===== src/rtl/approx_adder_pipe.sv =====
// Two-stage pipelined adder with lower-part-OR approximation on the low APPROX_BITS,
// per-transaction exact/approximate selection and a running error monitor.
module approx_adder_pipe #(
    parameter int WIDTH       = 8,
    parameter int APPROX_BITS = 3,
    parameter int CNT_WIDTH   = 16
) (
    input  logic                 clk,
    input  logic                 rst,
    input  logic                 in_valid,
    output logic                 in_ready,
    input  logic [WIDTH-1:0]     a,
    input  logic [WIDTH-1:0]     b,
    input  logic                 cin,
    input  logic                 approx_en,
    output logic                 out_valid,
    input  logic                 out_ready,
    output logic [WIDTH-1:0]     sum,
    output logic                 cout,
    output logic [WIDTH:0]       err_dist,
    input  logic                 stat_clear,
    output logic [CNT_WIDTH-1:0] sample_count,
    output logic [CNT_WIDTH-1:0] err_count,
    output logic [WIDTH:0]       max_err
);

    localparam int RW = WIDTH + 1;
    localparam logic [CNT_WIDTH-1:0] CNT_ZERO = {CNT_WIDTH{1'b0}};
    localparam logic [CNT_WIDTH-1:0] CNT_MAX  = {CNT_WIDTH{1'b1}};
    localparam logic [CNT_WIDTH-1:0] CNT_ONE  = {{(CNT_WIDTH-1){1'b0}}, 1'b1};
    localparam logic [RW-1:0]        RW_ZERO  = {RW{1'b0}};

    function automatic logic [RW-1:0] abs_diff(input logic [RW-1:0] x, input logic [RW-1:0] y);
        abs_diff = (x > y) ? (x - y) : (y - x);
    endfunction

    function automatic logic [CNT_WIDTH-1:0] sat_inc(input logic [CNT_WIDTH-1:0] x);
        sat_inc = (x == CNT_MAX) ? x : (x + CNT_ONE);
    endfunction

    logic                 s1_valid_q, s1_valid_d;
    logic [WIDTH-1:0]     s1_a_q, s1_a_d;
    logic [WIDTH-1:0]     s1_b_q, s1_b_d;
    logic                 s1_cin_q, s1_cin_d;
    logic                 s1_approx_q, s1_approx_d;

    logic                 s2_valid_q, s2_valid_d;
    logic [WIDTH-1:0]     sum_q, sum_d;
    logic                 cout_q, cout_d;
    logic [RW-1:0]        err_q, err_d;

    logic [CNT_WIDTH-1:0] sample_count_q, sample_count_d;
    logic [CNT_WIDTH-1:0] err_count_q, err_count_d;
    logic [RW-1:0]        max_err_q, max_err_d;

    logic                 adv2_s;
    logic                 accept_s;
    logic                 deliver_s;
    logic [RW-1:0]        exact_s;
    logic [RW-1:0]        approx_s;
    logic [RW-1:0]        result_s;

    // Handshake: S1 drains into S2 whenever S2 is empty or being consumed.
    always_comb begin
        adv2_s    = s1_valid_q & (~s2_valid_q | out_ready);
        in_ready  = ~s1_valid_q | adv2_s;
        accept_s  = in_valid & in_ready;
        deliver_s = s2_valid_q & out_ready;
    end

    // Reference sum of the S1 operands, always including cin.
    always_comb begin
        exact_s = {1'b0, s1_a_q} + {1'b0, s1_b_q} + {{WIDTH{1'b0}}, s1_cin_q};
    end

    generate
        if (APPROX_BITS > 0) begin : g_approx
            logic [APPROX_BITS-1:0]     low_s;
            logic                       carry_s;
            logic [WIDTH-APPROX_BITS:0] high_s;

            // Low bits are ORed; only the top approximated bit pair predicts a carry.
            always_comb begin
                low_s    = s1_a_q[APPROX_BITS-1:0] | s1_b_q[APPROX_BITS-1:0];
                carry_s  = s1_a_q[APPROX_BITS-1] & s1_b_q[APPROX_BITS-1];
                high_s   = {1'b0, s1_a_q[WIDTH-1:APPROX_BITS]}
                         + {1'b0, s1_b_q[WIDTH-1:APPROX_BITS]}
                         + {{(WIDTH-APPROX_BITS){1'b0}}, carry_s};
                approx_s = {high_s, low_s};
            end
        end else begin : g_exact
            // No approximated bits: both modes collapse to the exact sum.
            always_comb begin
                approx_s = exact_s;
            end
        end
    endgenerate

    // Mode selection uses the approx_en captured alongside the operands.
    always_comb begin
        if (s1_approx_q) begin
            result_s = approx_s;
        end else begin
            result_s = exact_s;
        end
    end

    // Stage 1 next state: load on accept, empty when drained without refill.
    always_comb begin
        s1_valid_d  = s1_valid_q;
        s1_a_d      = s1_a_q;
        s1_b_d      = s1_b_q;
        s1_cin_d    = s1_cin_q;
        s1_approx_d = s1_approx_q;
        if (accept_s) begin
            s1_valid_d  = 1'b1;
            s1_a_d      = a;
            s1_b_d      = b;
            s1_cin_d    = cin;
            s1_approx_d = approx_en;
        end else if (adv2_s) begin
            s1_valid_d  = 1'b0;
        end else begin
            s1_valid_d  = s1_valid_q;
        end
    end

    // Stage 2 next state: result and error distance held while stalled.
    always_comb begin
        s2_valid_d = s2_valid_q;
        sum_d      = sum_q;
        cout_d     = cout_q;
        err_d      = err_q;
        if (adv2_s) begin
            s2_valid_d     = 1'b1;
            {cout_d, sum_d} = result_s;
            err_d          = abs_diff(result_s, exact_s);
        end else if (deliver_s) begin
            s2_valid_d = 1'b0;
        end else begin
            s2_valid_d = s2_valid_q;
        end
    end

    // Statistics: a clear in a delivery cycle restarts from that single result.
    always_comb begin
        sample_count_d = stat_clear ? CNT_ZERO : sample_count_q;
        err_count_d    = stat_clear ? CNT_ZERO : err_count_q;
        max_err_d      = stat_clear ? RW_ZERO  : max_err_q;
        if (deliver_s) begin
            sample_count_d = sat_inc(sample_count_d);
            if (err_q != RW_ZERO) begin
                err_count_d = sat_inc(err_count_d);
            end else begin
                err_count_d = err_count_d;
            end
            if (err_q > max_err_d) begin
                max_err_d = err_q;
            end else begin
                max_err_d = max_err_d;
            end
        end else begin
            sample_count_d = sample_count_d;
        end
    end

    // Pipeline and statistics registers.
    always_ff @(posedge clk or posedge rst) begin
        if (rst) begin
            s1_valid_q     <= 1'b0;
            s1_a_q         <= {WIDTH{1'b0}};
            s1_b_q         <= {WIDTH{1'b0}};
            s1_cin_q       <= 1'b0;
            s1_approx_q    <= 1'b0;
            s2_valid_q     <= 1'b0;
            sum_q          <= {WIDTH{1'b0}};
            cout_q         <= 1'b0;
            err_q          <= RW_ZERO;
            sample_count_q <= CNT_ZERO;
            err_count_q    <= CNT_ZERO;
            max_err_q      <= RW_ZERO;
        end else begin
            s1_valid_q     <= s1_valid_d;
            s1_a_q         <= s1_a_d;
            s1_b_q         <= s1_b_d;
            s1_cin_q       <= s1_cin_d;
            s1_approx_q    <= s1_approx_d;
            s2_valid_q     <= s2_valid_d;
            sum_q          <= sum_d;
            cout_q         <= cout_d;
            err_q          <= err_d;
            sample_count_q <= sample_count_d;
            err_count_q    <= err_count_d;
            max_err_q      <= max_err_d;
        end
    end

    assign out_valid    = s2_valid_q;
    assign sum          = sum_q;
    assign cout         = cout_q;
    assign err_dist     = err_q;
    assign sample_count = sample_count_q;
    assign err_count    = err_count_q;
    assign max_err      = max_err_q;

endmodule

===== config.mk =====
export PLATFORM = sky130hd
export DESIGN_NAME = approx_adder_pipe
export DESIGN_NICKNAME = d
export VERILOG_FILES = /design/src/rtl/approx_adder_pipe.sv
export SDC_FILE = /design/constraint.sdc
export NUM_CORES = 1
export LEC_CHECK = 0
export CAP_MARGIN = 15
export CORE_ASPECT_RATIO = 0.5
export CORE_MARGIN = 8
export CORE_UTILIZATION = 30
export CTS_CLUSTER_DIAMETER = 200
export DETAILED_ROUTE_END_ITERATION = 10
export DONT_BUFFER_PORTS = 1
export GPL_ROUTABILITY_DRIVEN = 1
export PLACE_DENSITY = 0.48
export REMOVE_ABC_BUFFERS = 1
export SLEW_MARGIN = 20
export SYNTH_ARGS = -nofsm -noshare
export SYNTH_HDL_FRONTEND = slang
export SYNTH_SLANG_ARGS = --single-unit

===== constraint.sdc =====
create_clock -name clk -period 3.4 [get_ports clk]
set_input_delay 1.02 -clock clk [delete_from_list [all_inputs] [get_ports clk]]
set_output_delay 1.02 -clock clk [all_outputs]
set_load 0.01 [all_outputs]

Yosys cells after proc, flatten, opt, wreduce, memory -nomap -nowiden
Cells that the tools add are included.
{"block": "totals", "regBits": 79, "latch_bits": 0, "mem_bits_rw": 0, "mem_bits_ro": 0, "out_inout_bits": 61, "elab_cells": 52, "n_memories": 0}
{"block": "op_classes", "addsub": 8, "mul": 0, "div_mod_pow": 0, "order_cmp": 2, "eq_ne": 2, "n_shift": 0, "mux": 16, "bitwise_logic": 9, "reduce_logical": 3}
{"op": "$mux 16", "n": 7}
{"op": "$mux 9", "n": 5}
{"op": "$add 16x1->16 const B", "n": 2}
{"op": "$eq 16x16->1 const B", "n": 2}
{"op": "$gt 9x9->1", "n": 2}
{"op": "$sub 9x9->9", "n": 2}
{"op": "$add 8x8->9", "n": 1}
{"op": "$add 9x1->9", "n": 1}
{"op": "$reduce_bool 9->1", "n": 1}
{"op": "$add 5x5->6", "n": 1}
{"op": "$add 6x1->6", "n": 1}
{"op": "$and 1x1->1", "n": 4}
{"op": "$mux 1", "n": 4}
{"op": "$reduce_bool 2->1", "n": 2}
{"op": "$or 3x3->3", "n": 1}
{"op": "$not 1->1", "n": 2}
{"op": "$or 1x1->1", "n": 2}

Logic depth before layout (Yosys ltp)
Gate-level depths: netlist of the first run.
{"block": "depth", "word_depth": 6, "depth_mapped": 18, "ltp_nobuf": 17}

Least setup slack after synthesis of the first run
OpenSTA, ideal clock, no wires.
{"block": "synth_timing", "kind": "register to register", "start": "register s1_a_q[0]", "end": "register err_q[7] (netlist: err_dist[7])", "setup_time_ns": 0.124, "arrival_ns": 3.652, "slack_ns": -0.376, "stages_incl_launch_ff": 19, "path_buffers": 2, "synth_period_minus_slack_ns": 3.776, "cell_sequence": "dfrtp_1 -> fa_1 -> inv_1 -> fa_1 -> and4b_4 -> o22ai_1 -> o21ai_0 -> xnor2_1 -> inv_1 -> ha_1 -> buf_2 -> a21o_1 -> a21o_1 -> a221oi_1 -> o2bb2ai_2 -> buf_6 -> o211ai_2 -> mux2i_1 -> a211o_1"}
{"block": "synth_via", "elab_chain_len": 5, "word_cells_on_any_way": 8, "classes_between": "4 x add/sub; 1 x order compare; 2 x mux; 1 x bitwise"}
{"element": "from (decl)", "line": "42", "text": "logic [WIDTH-1:0] s1_a_q, s1_a_d;"}
{"element": "from (signal assigned)", "line": "171", "text": "s1_a_q <= {WIDTH{1'b0}};"}
{"element": "$add 8x8->9 (*)", "line": "73", "text": "exact_s = {1'b0, s1_a_q} + {1'b0, s1_b_q} + {{WIDTH{1'b0}}, s1_cin_q};"}
{"element": "$add 9x1->9 (*)", "line": "73"}
{"element": "$mux 9 (*)", "line": "101", "text": "if (s1_approx_q) begin"}
{"element": "named net result_s[6]", "line": "61", "text": "logic [RW-1:0] result_s;"}
{"element": "$sub 9x9->9 or $gt 9x9->1 (tied branches)", "line": "34", "text": "abs_diff = (x > y) ? (x - y) : (y - x);"}
{"element": "$mux 9 (*)", "line": "34"}
{"element": "to (signal assigned)", "line": "191", "text": "err_q <= err_d;"}
{"element": "to (decl)", "line": "50", "text": "logic [RW-1:0] err_q, err_d;"}
The timed path passes the listed nets; every way through them passes the cells marked *.
A chain may end at the register's enable or synchronous reset.

Worst setup path in the final report of the first run
{"block": "layout_timing", "start": "register s1_b_q[2]", "end": "register err_q[5] (netlist: err_dist[5])"}
{"block": "layout_via", "elab_chain_len": 5, "word_cells_on_any_way": 10, "classes_between": "5 x add/sub; 1 x order compare; 2 x mux; 2 x bitwise"}
{"element": "from (decl)", "line": "43", "text": "logic [WIDTH-1:0] s1_b_q, s1_b_d;"}
{"element": "from (signal assigned)", "line": "172", "text": "s1_b_q <= {WIDTH{1'b0}};"}
{"element": "$add 8x8->9 or $and 1x1->1 (tied branches)", "line": "73, 85"}
{"element": "$add 9x1->9 or $add 6x1->6 (tied branches)", "line": "73, 88"}
{"element": "$mux 9 (*)", "line": "101"}
{"element": "named net result_s[7]", "line": "61"}
{"element": "$gt 9x9->1 (*)", "line": "34"}
{"element": "$mux 9 (*)", "line": "34"}
Marked as above.

==> results of run 1 <==
==> worst paths after layout <==
kind / startpoint / endpoint / slack, ns / cells past startpoint
worst max-delay path: s1_b_q[2] / err_dist[5] / -0.26 / 16
worst min-delay path: s1_valid_q / out_valid / 0.50 / 1
worst max register to register: s1_b_q[2] / err_dist[5] / -0.26 / 16
worst min register to register: s1_valid_q / out_valid / 0.50 / 1
max in group asynchronous: rst / s1_a_q[3] / 2.09 / 2
min in group asynchronous: rst / out_valid / 0.63 / 1
==> through the flow <==
step	hold WS, ns	utilization [%]
floorplan	0.471	-
global placement	0.489	35.0
detailed placement	0.499	35.0
CTS	0.508	38.2
global route	0.525	39.1
finish	0.501	39.1
==> area by class of cell <==
cell class,count,area share (%)
Multi-Input combinational cell,420,49.5
Tap cell,234,4.32
Timing Repair Buffer,84,9.85
Clock buffer,9,3.33
Sequential cell,79,29.2
Inverter,42,2.35
Clock inverter,7,1.44
==> logic make-up (layout without fill, tap and decap cells) <==
| kind of cell | count (synthesis) | in the layout |
|---|---|---|
| muxes | 29 | 29 |
| xor gates and xnor gates | 41 | 41 |
| DFF | 79 | 79 |
| AOI/OAI and AO/OA | 102 | 103 |
| adders and majority gates | 43 | 43 |
| and+or+nand+nor | 204 | 204 |
| buffers and inverters | 66 | 142 |
==> repair_timing <==
| action | in CTS | in global routing |
|---|---|---|
| pin swaps | 23 | 17 |
| cloned | 1 | 0 |
| endpoints found under the setup margin | 8 | 8 |
| hold buffers | 0 | 0 |
| resized for setup | 33 | 24 |
| endpoints found under the hold margin | 0 | 0 |
| setup buffers | 6 | 5 |
==> state kept, by name, summed over array words and instances (netlist names) <==
name          count
sample_count     16
sum               8
s1_cin_q          1
s1_a_q            8
err_dist          9
s1_valid_q        1
s1_approx_q       1
err_count        16
max_err           9
out_valid         1
cout              1
s1_b_q            8
==> metal layers <==
metal / vias to the layer above / part of all wire (%) / global-route usage [%]
met5: - / 0 / 0
met4: 0 / 1.6 / 4.43
met3: 17 / 5.5 / 4.09
met2: 80 / 49 / 22.3
met1: 2034 / 43 / 14.6
li1: 2131 / - / -
==> power by group <==
group / internal [mW] / switching, mW
clock: 0.645 / 0.422
sequential: 1.12 / 0.291
combinational: 2.02 / 1.92
total: 3.78 / 2.63
==> Yosys cell counts, types with 2 or more instances <==
cell type	n
a21o_1	11
mux2_2	23
nor2_1	43
nand2b_1	16
o21bai_1	2
mux2i_1	6
a221oi_1	4
clkbuf_1	18
and4_1	2
nor2b_1	15
and2_1	7
nor3b_1	2
o31a_1	2
o21ai_0	19
a211oi_1	2
o21ai_1	7
o2111ai_1	10
inv_1	41
or4_1	10
buf_2	4
o21a_1	5
a21oi_1	13
dfrtp_1	79
nand3b_1	2
o211ai_2	2
nand3_1	29
nand4_1	6
xor2_1	18
nand2_1	46
a311oi_1	12
xnor2_1	23
fa_1	6
and3_1	5
o211ai_1	3
nor3_1	13
ha_1	37
==> summary.txt, run 1 <==
Run status
  – Status: finished with violations
  – Failing checks: negative setup slack

Cells and area
  – Fin nets: 702
  – Area Growth Syn to Fin: 28.1%
  – FF/Latch Area: 1980 sq um
  – Fraction of final layout cells sized beyond drive strength 1: a little over a quarter
  – Area occupied by multi-input gates: 3350 sq um
  – Fin cells: 875
  – Commonest cells after routing, fill and taps aside: 79 x dfrtp_1, 79 x buf_4, 45 x nand2_1
  – Design area: 6770 sq um
  – Fillcell total: 1,711
  – ANT cells: 0

GRT
  – Total grt overflow: 0
  – First-pass GRT wire length: about 23,000 um
  – Total GRT Usage: 12.7%
  – Vias in the first global route: 4,388
  – Largest net degree at the start of global routing: 48
  – Initial antenna violation count: 0

Logic synthesis
  – Syn. warnings: 0
  – Top-area cell type share of the netlist area: 37.4%
  – Synth Area in XOR/XNOR: 6.79%
  – Top_reg_cell synth: dfrtp_1
  – Largest cells by area after synthesis: dfrtp_1 37%, ha_1 8.8%, mux2_2 4.9%, xnor2_1 3.8%, nand2_1 3.3%
  – Post-synthesis sequential area ratio: 37.4%
  – Cells after synthesis: approximately 560
  – Synth Area per Inst: 9.38 sq um
  – Post-synth EDFFs: 0
  – Async SR Flop Fraction: between 90% and 100%
  – Synth Area in Simple Gates: 19.8%
  – Synth Register Bits: 79
  – Post-synthesis mux area share: under 10%
  – Netlist Area Pre-Place: 5290 sq um
  – Synth Area in Compound Gates: 14.1%
  – Distinct cells, synth: 57
  – Largest family of logic cells by synthesized area: simple AND/OR/NAND/NOR gates
  – Synth Area in Adders: 11.0%
  – Leading area contributor after synthesis: dfrtp_1

Drt
  – DRT iter0 DRCs: 138
  – Routed wire per std cell: 15.8 um
  – Final wirelength: 13,900 um
  – Routed Antenna Nets: 0
  – Vias/cell: slightly below 5
  – Drt drc: 0
  – Drt first pass iters: 4
  – Via count: about 4,300

Floorplanning
  – Core box area: 17,300 sq um
  – Boundary Pins: 84
  – Die area: 22,400 sq um
  – Core Rows: 34
  – DIE HEIGHT: ~110 um
  – DIE WIDTH: about 200 um
  – Starting Density: a little under a third

Placed design
  – Placed Cells: 847
  – Port bufs: 0
  – Routability Congestion: between 0.8 and 0.9
  – Pre-CTS WS: -0.521 ns
  – Post-DP HPWL: 10,200 um
  – Area after DPL: 6060 sq um

Clocking
  – CTS root buf: clkbuf_16
  – CTS tree: done
  – CTS Buf Count: 9
  – Clock sinks: 79
  – Longest Clk Path Bufs: 2
  – Clock Pin Slew Worst Setup and Hold Paths: 0.07 ns
  – H-tree depth: 3
  – Worst-skew pair later-pin latency: around 0.34 ns

STA
  – Achievable frequency: about 270 MHz
  – Min Tclk post-route: roughly 3.7 ns
  – RSZ-0062 raised after global routing: true
  – Slew headroom: 47.7%
  – Fin Setup TNS: -1.59 ns
  – Final Hold Viols: 0
  – Clk_skew: 0.00785 ns
  – # setup viols final: 8
  – Slew Limit Fails: 0
  – Fin worst setup slack: -0.262 ns
  – Worst slew pin tran: 0.785 ns
  – Final worst path period share: 108%

Worst setup path
  – Crit path max-delay family: compound AO/OA/AOI/OAI gates
  – Worst setup EP type: flop
  – CP max FO: 5
  – Worst path bufs/invs: 3
  – Worst Setup Path Type: flop to flop
  – Crit path required time: 3.68 ns
  – CP max stage delay: between 0.4 and 0.5 ns
  – CP max stage cell: or4_1
  – Crit-path cells: ha_4 > fa_2 > inv_1 > fa_1 > and2_4 > o31a_1 > xnor2_1 > inv_1 > ha_4 > a21o_1 > a221oi_4 > buf_4 > o2bb2ai_4 > a311oi_2 > or4_1 > nand3_2
  – Crit path DAT: 3.94 ns
  – Startpoint Class: flop

Power and ir drop
  – Power density cells: approximately 950 nW/um^2
  – VDD IR-drop max: 0.427 mV
  – Leak pwr: roughly 3.0 nW
  – Pwr Total: 6.41 mW

Run
  – Max Cap Viol: 0

Hold path
  – Worst hold path class: flop to flop
Power figures use the tool's default switching activity.
==> run 2, diff against run 1 <==
- CORE_UTILIZATION: 30 -> 43
- PLACE_DENSITY: 0.48 -> 0.63
==> run 2 against run 1 <==
Net effect: the flow still finishes with violations (negative setup slack); critical path depth down 1; register-to-register slack worse by 0.02 ns; total power down 5.5%; sequential share of layout area up 1.5 points; non-clock buffer count down 12; clock power down 12%; utilization up 15 points; sequential power about the same; final area down 5.0%; critical path type unchanged; critical endpoint is now err_dist[8]; largest cell class unchanged.
==> summary.txt, run 2 (same netlist as run 1, synthesis figures left out) <==
Worst setup path
  – Reg2reg start: s1_a_q[0]
  – R2R cell count: 15
  – Worst R2R End: err_dist[8]
  – FF-to-FF setup slack: -0.29 ns
  – Worst setup EP type: flop
  – CP max FO: 5
  – Crit path DAT: ~3.9 ns
  – Crit-path cells: fa_2 > inv_2 > fa_2 > buf_4 > nand3b_1 > a211oi_4 > inv_2 > o21ai_1 > ha_1 > a21o_1 > a221oi_4 > o2bb2ai_4 > mux2i_2 > xnor2_1 > o21ai_1
  – Startpoint Class: flop
  – CP max stage cell: a221oi_4
  – Crit path required time: 3.60 ns
  – Worst Setup Path Type: flop to flop
  – CP max stage delay: 0.41 ns

Cells and area
  – ANT cells: 0
  – Layout Utilization: 54.0%
  – Commonest non-fill, non-tap cell in the layout: dfrtp_1
  – Commonest cells after routing, fill and taps aside: 79 x dfrtp_1, 70 x buf_4, 46 x nand2_1
  – Fin nets: 690
  – Fin cells: around 790
  – Design area: 6430 sq um
  – Fraction of final layout cells sized beyond drive strength 1: 22.9%
  – Area Growth Syn to Fin: 21.7%

Floorplanning
  – Die area: between 15,000 and 20,000 sq um
  – Core box area: 11,900 sq um
  – DIE HEIGHT: 94.4 um
  – DIE WIDTH: 173 um
  – Core Rows: 28
  – Boundary Pins: 84
  – Starting Density: ~44%

Hold path
  – Worst Hold Path EP: s1_a_q[5]
  – Worst hold path class: flop to flop
  – Hold Startpoint: s1_a_q[5]
  – Hold Path Depth: 1

STA
  – Slew Limit Fails: 0
  – # setup viols final: 8
  – Hold_ws: approximately 0.5 ns
  – Clk_skew: around 0.011 ns
  – RSZ-0062 raised after global routing: true
  – Final worst path period share: 108%
  – Fin worst setup slack: -0.286 ns
  – Slew headroom: 46.0%
  – Min Tclk post-route: 3.69 ns
  – Achievable frequency: between 200 and 300 MHz
  – Fin Setup TNS: -1.95 ns
  – Worst slew pin tran: 0.809 ns
  – Final Hold Viols: 0

Clocking
  – Clock sinks: 79
  – H-tree depth: 3
  – CTS root buf: clkbuf_16
  – Longest Clk Path Bufs: 2
  – Worst-skew pair later-pin latency: 0.34 ns
  – CTS Buf Count: 9
  – CTS Hold Buffers Added: 0
  – Clock Pin Slew Worst Setup and Hold Paths: 0.07 ns
  – CTS tree: done

GRT
  – First-pass GRT wire length: 21,700 um
  – Largest net degree at the start of global routing: 48
  – Total grt overflow: 0
  – Initial antenna violation count: 0
  – Total GRT Usage: 16.1%
  – Vias in the first global route: 4,259

Drt
  – Drt drc: 0
  – Vias/cell: roughly 5.4
  – DRT iter0 DRCs: 263
  – Routed wire per std cell: 16.4 um
  – Drt first pass iters: 5
  – Via count: 4,280
  – Final wirelength: 13,000 um
  – Routed Antenna Nets: 0

Run
  – Max Cap Viol: 0

Placed design
  – Area after DPL: just under 6000 sq um
  – Routability Congestion: 0.840
  – Port bufs: 0
  – Placed Cells: 772
  – Post-DP HPWL: 9590 um
  – Pre-CTS WS: -0.565 ns

Power and ir drop
  – Pwr Total: 6.06 mW
  – Power density cells: 942 nW/um^2
  – Leak pwr: 2.93 nW
  – VDD IR-drop max: 0.472 mV

Run status
  – Failing checks: negative setup slack
  – Status: finished with violations
## run 2: changes by cell type in the layout (fill, tap and decap cells not counted), sizes merged
cell / delta
clkinvlp: +1
inv: +2
clkbuf: +1
bufinv: -2
clkinv: -2
buf: -12
## run 2: how the worst max path moves through the flow
stage	startpoint	to	slack, ns	depth (start not counted)
finish	s1_a_q[0]	err_dist[8]	-0.29	15
global route	s1_a_q[0]	err_dist[5]	-0.48	16
CTS	s1_cin_q	err_dist[8]	-0.27	16
detailed placement	s1_a_q[0]	err_dist[7]	-0.56	16
global placement	s1_a_q[0]	err_dist[7]	-0.47	16
floorplan	s1_a_q[0]	err_dist[7]	-0.42	16
## run 2: per-layer routing
layer / GRT usage, % / vias to the layer above / wire [um]
met1: 19.6 / 2051 / 5910
met5: 0 / - / 0
met3: 5.69 / 14 / 846
li1: - / 2113 / -
met4: 3.92 / 0 / 171
met2: 27.3 / 102 / 6060
## run 2: cell type report
cell class                      instances  area (sq um)
Clock buffer                           10           239
Clock inverter                          6          51.3
Fill cell                            1099          5480
Inverter                               42           159
Multi-Input combinational cell        420          3240
Sequential cell                        79          1980
Tap cell                              165           206
Timing Repair Buffer                   72           557
## run 2: report_power, final
part	internal (mW)	switching (mW)	total, mW
sequential	1.12	0.282	1.41
clock	0.524	0.421	0.945
combinational	1.84	1.86	3.71
## run 2: repair_timing
| action | in CTS | in global routing |
|---|---|---|
| pin swaps | 22 | 8 |
| buffers inserted | 6 | 0 |
| endpoints found under the setup margin | 8 | 8 |
| cloned | 1 | 0 |
| gates resized for setup | 28 | 4 |
## run 2: critical path: cells and delay by family (launching register included)
kind	cells	cell delay (ns)
compound gates	6	1.39
xor+xnor	1	0.15
fa+ha+maj	3	0.88
buf+inv	3	0.24
flops	1	0.38
mux	1	0.27
simple gates	1	0.21
==> run 3, diff against run 2 <==
- CORE_UTILIZATION: 43 -> 42
- PLACE_DENSITY: 0.63 -> 0.62
==> run 3 against run 2 <==
Net effect: the flow still finishes with violations (negative setup slack); worst hold slack got worse by 0.0032 ns; critical path type unchanged; via count down 0.49%; register-to-register slack improved by 0.02 ns; critical path depth increased by 1; non-clock buffer count increased by 9; clock power is 22% higher; sequential cell count did not move; largest power group unchanged; highest routed layer unchanged; clock-buffer cell count did not move; total power increased by 4.7%.
==> summary.txt, run 3 (same netlist as run 1, synthesis figures left out) <==
Worst setup path
  – Capture point of the worst path: err_dist[2]
  – Worst R2R End: err_dist[2]
  – CP max FO: 5
  – Worst Setup Path Type: flop to flop
  – FF-to-FF setup slack: -0.27 ns
  – Crit path required time: 3.62 ns
  – Reg2reg start: s1_a_q[0]
  – Critical path launch point: s1_a_q[0]
  – Crit path DAT: 3.88 ns
  – Startpoint Class: flop
  – R2R cell count: 16
  – Worst setup EP type: flop

Clocking
  – CTS tree: done
  – Worst-skew pair later-pin latency: between 0.3 and 0.4 ns
  – Longest Clk Path Bufs: 2
  – CTS Buf Count: 9
  – H-tree depth: 3
  – Clock sinks: 79
  – Clock Pin Slew Worst Setup and Hold Paths: 0.06 ns
  – CTS root buf: clkbuf_16

Drt
  – Met2 wire len: 6470 um
  – Routed wire per std cell: 16.5 um
  – Via count: 4,259
  – Routed Antenna Nets: 0
  – DR top layer: met4
  – DRT iter0 DRCs: about 210
  – Met3 WL: 741 um
  – Vias/cell: 5.27
  – Final wirelength: between 10,000 and 15,000 um
  – Drt drc: 0
  – Met1 WL: 6020 um
  – Drt first pass iters: 4

Placed design
  – Port bufs: 0
  – Area after DPL: 5940 sq um
  – Pre-CTS WS: -0.548 ns
  – Routability Congestion: 0.852
  – Post-DP HPWL: 9810 um

Power and ir drop
  – Power density cells: 959 nW/um^2
  – VDD IR-drop max: around 0.46 mV
  – Leak pwr: between 3 and 4 nW

GRT
  – Vias in the first global route: 4,330
  – Largest net degree at the start of global routing: 48
  – Initial antenna violation count: 0
  – Total GRT Usage: 16.0%
  – First-pass GRT wire length: between 20,000 and 25,000 um
  – Total grt overflow: 0

Floorplanning
  – Starting Density: 42.4%
  – Core Rows: 29
  – Die area: 16,700 sq um
  – DIE WIDTH: 175 um
  – DIE HEIGHT: 95.3 um
  – Core box area: 12,500 sq um
  – Boundary Pins: 84

STA
  – Final worst path period share: 108%
  – Min Tclk post-route: 3.67 ns
  – Slew Limit Fails: 0
  – Slew headroom: 45.8%
  – # setup viols final: 8
  – Worst slew pin tran: 0.812 ns
  – Clk_skew: 0.00798 ns
  – Achievable frequency: approximately 270 MHz
  – Fin worst setup slack: -0.266 ns
  – RSZ-0062 raised after global routing: true
  – Final Hold Viols: 0

Run status
  – Failing checks: negative setup slack
  – Status: finished with violations

Cells and area
  – Area Growth Syn to Fin: 25.1%
  – Fraction of final layout cells sized beyond drive strength 1: 24.8%
  – Commonest cells after routing, fill and taps aside: 79 x dfrtp_1, 79 x buf_4, 46 x nand2_1
  – Design area: 6620 sq um
  – ANT cells: 0
  – Fin nets: around 700

Hold path
  – Worst hold path class: flop to flop

Run
  – Max Cap Viol: 0
run 3: worst min-delay path by stage:
stage,slack [ns],end,depth (start not counted),startpoint
after floorplan,0.47,out_valid,1,s1_valid_q
after global placement,0.49,out_valid,1,s1_valid_q
after detailed placement,0.50,out_valid,1,s1_valid_q
after CTS,0.51,out_valid,1,s1_valid_q
after global routing,0.53,s1_b_q[5],1,s1_b_q[5]
final,0.51,out_valid,1,s1_valid_q
run 3: where the power goes:
part	internal, mW	switching (mW)
registers	1.12	0.285
logic	1.92	1.87
clock network	0.743	0.404
total	3.78	2.56
run 3: final cells by class:
| class | count | area [sq um] |
|---|---|---|
| multi-input cells | 420 | 3290 |
| flip-flops and latches | 79 | 1980 |
| clock buffers | 10 | 239 |
| well taps | 170 | 213 |
| inverters | 42 | 159 |
| repair buffers | 81 | 624 |
| clock inverters | 6 | 116 |
| fillers | 1166 | 5870 |
run 3: timing repair:
item	in CTS	in global routing
pin swaps	23	19
buffers inserted	6	5
endpoints found under the setup margin	8	8
hold buffers	0	0
hold endpoints to repair	0	0
cloned	1	0
gates resized for setup	29	12
run 3: per-stage QoR:
step / utilization (%) / cells / setup TNS, ns / hold WS [ns] / power (mW)
6_report: 53.0 / 808 / -1.84 / 0.509 / 6.34
5_1_grt: 53.0 / 808 / -3.20 / 0.533 / 6.82
4_1_cts: 52.3 / 803 / -1.46 / 0.513 / 6.24
3_5_place_dp: 47.6 / 780 / -3.78 / 0.499 / 4.66
3_3_place_gp: 47.6 / 780 / -3.05 / 0.486 / 4.64
2_1_floorplan: - / 540 / -3.58 / 0.471 / 3.32
run 3: per-layer routing:
layer  track usage, %  vias up
met5                0        -
met4             3.50        0
met3             4.58        8
met2             27.8       72
met1             19.7     2049
li1                 -     2130
run 3: worst max-delay path, stage by stage (launching register included):
cell,delay (ns)
dfrtp_1,0.41
fa_2,0.40
a21o_1,0.18
a21oi_2,0.17
o21bai_2,0.10
a211oi_2,0.26
nor2_1,0.08
xnor2_1,0.23
inv_1,0.07
ha_1,0.21
a21o_1,0.18
a21o_1,0.18
a221oi_4,0.38
o2bb2ai_4,0.22
mux2i_1,0.27
xnor2_1,0.15
o21ai_1,0.07
